===== src/rtl/lsu_pkg.sv =====
// Shared definitions for the load/store unit physical-memory controller.
//   lsu_state_e    : controller FSM states
//   lsu_size_e     : access size encodings carried in in_op[1:0]
//   Op*            : bit positions of the fields inside in_op
//   lsu_lane_off   : byte-lane offset of an access inside its 32-bit word
//   lsu_misaligned : true when a half/word access is not naturally aligned
package lsu_pkg;

  typedef enum logic [1:0] {
    StIdle,
    StReq,
    StResp,
    StDone
  } lsu_state_e;

  // 2'b11 is not a legal encoding and is handled as a word access.
  typedef enum logic [1:0] {
    SizeByte = 2'b00,
    SizeHalf = 2'b01,
    SizeWord = 2'b10,
    SizeRsvd = 2'b11
  } lsu_size_e;

  // in_op = {is_store, sext, size[1:0]}
  localparam int unsigned OpStoreBit = 3;
  localparam int unsigned OpSextBit  = 2;
  localparam int unsigned OpSizeMsb  = 1;
  localparam int unsigned OpSizeLsb  = 0;

  // Half accesses drop addr[0] and word accesses drop addr[1:0], so a lane
  // can never spill past the top of the word.
  function automatic logic [1:0] lsu_lane_off(input logic [1:0] size,
                                              input logic [1:0] addr_lo);
    logic [1:0] off;
    case (size)
      SizeByte: off = addr_lo;
      SizeHalf: off = {addr_lo[1], 1'b0};
      default:  off = 2'b00;
    endcase
    return off;
  endfunction

  function automatic logic lsu_misaligned(input logic [1:0] size,
                                          input logic [1:0] addr_lo);
    logic mis;
    case (size)
      SizeByte: mis = 1'b0;
      SizeHalf: mis = addr_lo[0];
      default:  mis = (addr_lo != 2'b00);
    endcase
    return mis;
  endfunction

endpackage


===== src/rtl/lsu_lane_align.sv =====
// Combinational lane alignment for the LSU.
//   size_i        : access size (byte/half/word, 2'b11 = word)
//   sext_i        : 1 = sign-extend loads, 0 = zero-extend
//   addr_lo_i     : byte address bits [1:0]
//   store_data_i  : LSB-aligned store data
//   load_word_i   : raw 32-bit word returned by memory
//   store_word_o  : store data shifted into its byte lanes
//   store_mask_o  : byte-enable mask for the shifted store
//   load_data_o   : extracted and extended load result
module lsu_lane_align
  import lsu_pkg::*;
(
  input  logic [1:0]  size_i,
  input  logic        sext_i,
  input  logic [1:0]  addr_lo_i,
  input  logic [31:0] store_data_i,
  input  logic [31:0] load_word_i,
  output logic [31:0] store_word_o,
  output logic [3:0]  store_mask_o,
  output logic [31:0] load_data_o
);

  logic [1:0]  off;
  logic [4:0]  bit_shift;
  logic [3:0]  base_mask;
  logic [31:0] lane;

  assign off       = lsu_lane_off(size_i, addr_lo_i);
  assign bit_shift = {off, 3'b000};

  always_comb begin
    base_mask = 4'b1111;
    case (size_i)
      SizeByte: base_mask = 4'b0001;
      SizeHalf: base_mask = 4'b0011;
      default:  base_mask = 4'b1111;
    endcase
  end

  assign store_word_o = store_data_i << bit_shift;
  assign store_mask_o = base_mask << off;

  assign lane = load_word_i >> bit_shift;

  always_comb begin
    load_data_o = lane;
    case (size_i)
      SizeByte: load_data_o = {{24{sext_i & lane[7]}}, lane[7:0]};
      SizeHalf: load_data_o = {{16{sext_i & lane[15]}}, lane[15:0]};
      default:  load_data_o = lane;
    endcase
  end

endmodule


===== src/rtl/lsu_pmem_ctrl.sv =====
// LSU physical-memory controller: takes one load/store request at a time from
// execute, issues a single-cycle word access to memory and returns the aligned,
// extended load result to writeback.
//   clk, rst                     : clock, synchronous active-high reset
//   in_valid/in_ready            : request handshake
//   in_op/in_addr/in_wdata       : {is_store, sext, size}, byte address, store data
//   out_valid/out_ready          : result handshake
//   out_rdata/out_err            : load result (0 for stores), misalignment flag
//   pmem_valid/pmem_wen          : memory strobe and write enable (REQ state only)
//   pmem_raddr/pmem_waddr        : word-aligned address
//   pmem_wdata/pmem_wmask        : lane-shifted store data and byte mask
//   pmem_rdata                   : memory read data, valid the cycle after pmem_valid
// Build option: define LSU_MISALIGN_TRAP_EN to flag misaligned half/word
// accesses with out_err instead of silently forcing the lane offset.
module lsu_pmem_ctrl
  import lsu_pkg::*;
(
  input  logic        clk,
  input  logic        rst,
  input  logic        in_valid,
  output logic        in_ready,
  input  logic [3:0]  in_op,
  input  logic [31:0] in_addr,
  input  logic [31:0] in_wdata,
  output logic        out_valid,
  input  logic        out_ready,
  output logic [31:0] out_rdata,
  output logic        out_err,
  output logic        pmem_valid,
  output logic [31:0] pmem_raddr,
  output logic [31:0] pmem_waddr,
  input  logic [31:0] pmem_rdata,
  output logic        pmem_wen,
  output logic [31:0] pmem_wdata,
  output logic [7:0]  pmem_wmask
);

  lsu_state_e  state_q, state_d;
  logic [3:0]  op_q, op_d;
  logic [31:0] addr_q, addr_d;
  logic [31:0] wdata_q, wdata_d;
  logic [31:0] rdata_q, rdata_d;

  logic [3:0]  store_mask;
  logic [31:0] store_word;
  logic [31:0] load_data;

  lsu_lane_align u_lane_align (
    .size_i       (op_q[OpSizeMsb:OpSizeLsb]),
    .sext_i       (op_q[OpSextBit]),
    .addr_lo_i    (addr_q[1:0]),
    .store_data_i (wdata_q),
    .load_word_i  (pmem_rdata),
    .store_word_o (store_word),
    .store_mask_o (store_mask),
    .load_data_o  (load_data)
  );

`ifdef LSU_MISALIGN_TRAP_EN
  logic err_q, err_d;
  logic in_misaligned;

  assign in_misaligned = lsu_misaligned(in_op[OpSizeMsb:OpSizeLsb], in_addr[1:0]);
`endif

  always_comb begin
    state_d    = state_q;
    op_d       = op_q;
    addr_d     = addr_q;
    wdata_d    = wdata_q;
    rdata_d    = rdata_q;
`ifdef LSU_MISALIGN_TRAP_EN
    err_d      = err_q;
`endif
    in_ready   = 1'b0;
    out_valid  = 1'b0;
    pmem_valid = 1'b0;
    pmem_wen   = 1'b0;
    pmem_wmask = 8'h00;

    case (state_q)
      StIdle: begin
        in_ready = 1'b1;
        if (in_valid) begin
          op_d    = in_op;
          addr_d  = in_addr;
          wdata_d = in_wdata;
          state_d = StReq;
`ifdef LSU_MISALIGN_TRAP_EN
          err_d   = 1'b0;
          // Misaligned accesses never reach memory; report straight away.
          if (in_misaligned) begin
            err_d   = 1'b1;
            rdata_d = 32'h0;
            state_d = StDone;
          end
`endif
        end
      end
      StReq: begin
        pmem_valid = 1'b1;
        pmem_wen   = op_q[OpStoreBit];
        pmem_wmask = op_q[OpStoreBit] ? {4'b0000, store_mask} : 8'h00;
        state_d    = StResp;
      end
      StResp: begin
        rdata_d = op_q[OpStoreBit] ? 32'h0 : load_data;
        state_d = StDone;
      end
      StDone: begin
        out_valid = 1'b1;
        if (out_ready) begin
          state_d = StIdle;
        end
      end
      default: state_d = StIdle;
    endcase
  end

  always_ff @(posedge clk) begin
    if (rst) begin
      state_q <= StIdle;
      op_q    <= 4'h0;
      addr_q  <= 32'h0;
      wdata_q <= 32'h0;
      rdata_q <= 32'h0;
`ifdef LSU_MISALIGN_TRAP_EN
      err_q   <= 1'b0;
`endif
    end else begin
      state_q <= state_d;
      op_q    <= op_d;
      addr_q  <= addr_d;
      wdata_q <= wdata_d;
      rdata_q <= rdata_d;
`ifdef LSU_MISALIGN_TRAP_EN
      err_q   <= err_d;
`endif
    end
  end

  assign pmem_raddr = {addr_q[31:2], 2'b00};
  assign pmem_waddr = {addr_q[31:2], 2'b00};
  assign pmem_wdata = store_word;
  assign out_rdata  = rdata_q;

`ifdef LSU_MISALIGN_TRAP_EN
  assign out_err = err_q;
`else
  assign out_err = 1'b0;
`endif

endmodule


===== config.mk =====
export PLATFORM = sky130hd
export DESIGN_NAME = lsu_pmem_ctrl
export DESIGN_NICKNAME = d
export VERILOG_FILES = /design/src/rtl/lsu_pkg.sv /design/src/rtl/lsu_lane_align.sv /design/src/rtl/lsu_pmem_ctrl.sv
export SDC_FILE = /design/constraint.sdc
export NUM_CORES = 1
export LEC_CHECK = 0
export ABC_AREA = 1
export CELL_PAD_IN_SITES_DETAIL_PLACEMENT = 0
export CELL_PAD_IN_SITES_GLOBAL_PLACEMENT = 2
export CORE_ASPECT_RATIO = 1.1
export CORE_MARGIN = 3
export CORE_UTILIZATION = 21
export DETAILED_ROUTE_END_ITERATION = 8
export PLACE_DENSITY_LB_ADDON = 0.08
export SLEW_MARGIN = 20
export SYNTH_ARGS = -nofsm -noshare
export SYNTH_HDL_FRONTEND = slang
export SYNTH_SLANG_ARGS = --single-unit

===== constraint.sdc =====
create_clock -name clk -period 2.48 [get_ports clk]
set_clock_uncertainty 0.05 [all_clocks]
set_input_delay 0.744 -clock clk [delete_from_list [all_inputs] [get_ports clk]]
set_output_delay 0.744 -clock clk [all_outputs]
set_load 0.01 [all_outputs]

==> results.json <==
{
  "max_slew_margin_pct": 65.7,
  "io_pins": 245,
  "synthesis.area_per_instance_um2": 6.95,
  "startpoint_type": "flip-flop",
  "synth_mux_area_share_pct": 1.49,
  "cp.required_ns": 1.69,
  "cts.path.max_buffers": 2,
  "report.final.slew_viol_count": 0,
  "most-common-layout-cells": "sky130_fd_sc_hd__nand2_1, sky130_fd_sc_hd__clkdlybuf4s50_1, sky130_fd_sc_hd__a21oi_1, sky130_fd_sc_hd__dfxtp_1, sky130_fd_sc_hd__buf_4",
  "portBuffers": 235,
  "residual_drc_count": 0,
  "vdd_drop_max_v": 0.000428,
  "fp.dieArea_um2": 27500,
  "worstMarginPinSlew_ns": 0.508,
  "die_y_um": 174,
  "wirelength_um": 22300,
  "cts.hold.buffers_added": 0,
  "run_status": "completed",
  "crit_fanout": 8,
  "grt_usage_pct": 15.5,
  "htree_levels": 3,
  "cts_tree": "done",
  "ys_types": 29,
  "drtIter0Drc": 189,
  "antenna_found_initial": 3,
  "synth_sequential_area_ratio_pct": 38.0,
  "hold_crit_class": "flip-flop to flip-flop",
  "synthesis.area_um2": 5370,
  "timing.hold.ws_ns": 0.415,
  "grt_setup_unrepaired": "yes",
  "post_route_cells_drive_above_1_share_pct": 17.5,
  "finalHoldViolCount": 0,
  "globalRouteOverflowTotal": 0,
  "first_global_vias": 5954,
  "worst_skew_pair.late_latency_ns": 0.35,
  "cap_violations": 0,
  "mostFrequentLayoutCell": "sky130_fd_sc_hd__nand2_1",
  "min_period_over_period_pct": 99.8,
  "synth.ff_latch_count": 102,
  "first_pass_iters": 4,
  "placementRows": 60,
  "power_w": 0.00778,
  "globalplace.congestion": 0.818,
  "post_synth_and_or_nand_nor_area_fraction_pct": 24.1,
  "min_tclk_post_route_ns": 2.47,
  "critical_setup_path_kind": "flip-flop to output pin",
  "max_clock_freq_mhz": 404,
  "worst-endpoint-arrival_ns": 1.68,
  "grt_pass1_wl_um": 33100,
  "core_area_um2": 24800,
  "post_drt_wl_per_cell_um": 17.3,
  "hpwl_um": 15200,
  "numCtsBuffers": 9,
  "synth_compound_area_share_pct": 18.0,
  "clkSinkCount": 102,
  "grt_start_max_net_pins": 103,
  "vias": 5687,
  "nNetsFinal": 1079,
  "synthXorXnorAreaFrac_pct": 0,
  "setup_viol_count_final": 0,
  "synth-warning-count": 0,
  "p_leak_nw": 3.40,
  "per_cell_via_count_in_the_routed_design": 4.42,
  "syn-instance-count": 772,
  "starting_density_pct": 21.7,
  "die_width_um": 158,
  "final_antenna_net_count": 0,
  "cell_at_the_root_of_the_clock_tree": "sky130_fd_sc_hd__clkbuf_16",
  "area.growth.synth_to_final_pct": 57.7,
  "synth_fa_ha_area_share_pct": 0.932,
  "power.density_cell_area_nw_per_um2": 919,
  "setup.worst_path.end_class": "output pin",
  "combinational_family_with_the_most_area_after_synthesis": "simple AND/OR/NAND/NOR gates",
  "path_clk_slew_ns": 0.08
}
==> through the flow <==
step                      setup slack [ns]  area (µm²)  utilization (%)  std cells  setup TNS [ns]
after global placement             -0.0280        7730             31.2       1244         -0.0331
after global routing               -0.0856        8460             34.2       1287          -0.725
final                              0.00505        8460             34.2       1287               0
after detailed placement           -0.0455        7730             31.2       1244          -0.105
after CTS                           -0.119        8220             33.2       1277          -0.697
after floorplan                      0.339        5400                -        780               0
==> synth_stat cells <==
library cell	number	share of area [%]
sky130_fd_sc_hd__buf_6	5	1.0
sky130_fd_sc_hd__nor2_1	36	2.5
sky130_fd_sc_hd__mux2i_1	8	1.5
sky130_fd_sc_hd__buf_2	16	1.5
sky130_fd_sc_hd__o21ai_0	38	3.5
sky130_fd_sc_hd__nand3_4	2	0.65
sky130_fd_sc_hd__a21oi_2	1	0.16
sky130_fd_sc_hd__ha_1	4	0.93
sky130_fd_sc_hd__a31oi_1	3	0.35
sky130_fd_sc_hd__clkinv_4	1	0.16
sky130_fd_sc_hd__nor2_8	1	0.37
sky130_fd_sc_hd__dfxtp_1	102	38
sky130_fd_sc_hd__conb_1	1	0.070
sky130_fd_sc_hd__nor3_1	2	0.19
sky130_fd_sc_hd__nand3_1	29	2.7
sky130_fd_sc_hd__clkbuf_1	30	2.1
sky130_fd_sc_hd__buf_4	71	9.9
sky130_fd_sc_hd__inv_2	2	0.14
sky130_fd_sc_hd__nand2_2	3	0.35
sky130_fd_sc_hd__nand3_2	2	0.37
sky130_fd_sc_hd__o211ai_1	6	0.84
sky130_fd_sc_hd__nand2_1	238	17
sky130_fd_sc_hd__o22ai_1	2	0.23
sky130_fd_sc_hd__o21ai_1	6	0.56
sky130_fd_sc_hd__or2_2	1	0.12
sky130_fd_sc_hd__inv_1	35	2.4
sky130_fd_sc_hd__nor2_2	2	0.23
sky130_fd_sc_hd__a211oi_1	14	2.0
sky130_fd_sc_hd__a21oi_1	111	10
==> report_power, final <==
part	leakage (nW)	internal (W)	total, W	switching [W]
sequential	0.835	0.00196	0.00220	0.000245
clock	0.149	0.000844	0.00152	0.000672
combinational	2.41	0.00188	0.00406	0.00217
total	3.40	0.00469	0.00778	0.00309
==> repair_timing <==
item | 4_1_cts | 5_1_grt
setup endpoints to repair | 38 | 24
buffers inserted | 12 | 8
gates resized for setup | 142 | 79
gates cloned | 5 | 3
pin swaps | 5 | 9
==> layer usage <==
layer	vias to the layer above	part of all wire (%)	track usage [%]
met3	29	6.1	3.62
met5	-	0.12	0
met4	4	2.4	5.59
met2	173	50	27.3
met1	2655	41	18.1
li1	2826	-	-
==> worst paths after layout <==
kind	startpoint	to	cells after the start	slack, ns
worst min-delay path	out_rdata[5]$_SDFFE_PP0P_	out_rdata[5]$_SDFFE_PP0P_	2	0.41
worst min register to register	out_rdata[5]$_SDFFE_PP0P_	out_rdata[5]$_SDFFE_PP0P_	2	0.41
worst max-delay path	op_q[1]$_SDFFE_PP0P_	pmem_wdata[26]	7	0.005
worst max register to register	op_q[1]$_SDFFE_PP0P_	out_rdata[11]$_SDFFE_PP0P_	14	0.17
==> worst max-delay path: stages (launching register included) <==
cell	delay, ns
sky130_fd_sc_hd__dfxtp_4	0.36
sky130_fd_sc_hd__nor2_4	0.11
sky130_fd_sc_hd__nand2_4	0.10
sky130_fd_sc_hd__buf_12	0.16
sky130_fd_sc_hd__buf_6	0.13
sky130_fd_sc_hd__mux2i_4	0.19
sky130_fd_sc_hd__a21oi_2	0.14
sky130_fd_sc_hd__buf_2	0.14
==> state kept, by name, summed over array words and instances, names as in the netlist <==
name / flops
addr_q: 32
op_q: 4
wdata_q: 32
state_q: 2
out_rdata: 32
==> kinds of logic (layout without fill, tap and decap cells) <==
family                   after synthesis  after routing
buffers and inverters                160            355
other                                  1             10
flip-flops                           102            102
AO/OA/AOI/OAI                        181            181
AND/OR/NAND/NOR                      316            317
adder cells (fa/ha/maj)                4              4
multiplexers                           8              8
==> final cells by class <==
class	count	area, µm²
clock buffers	12	256
well taps	310	388
inverters	38	150
repair inverters	1	7.51
repair buffers	300	2930
clock inverters	4	55.1
multi-input cells	519	2630
diodes	1	2.50
fillers	2667	16300
flip-flops and latches	102	2050
No activity file was read; power rests on OpenSTA's default activity.
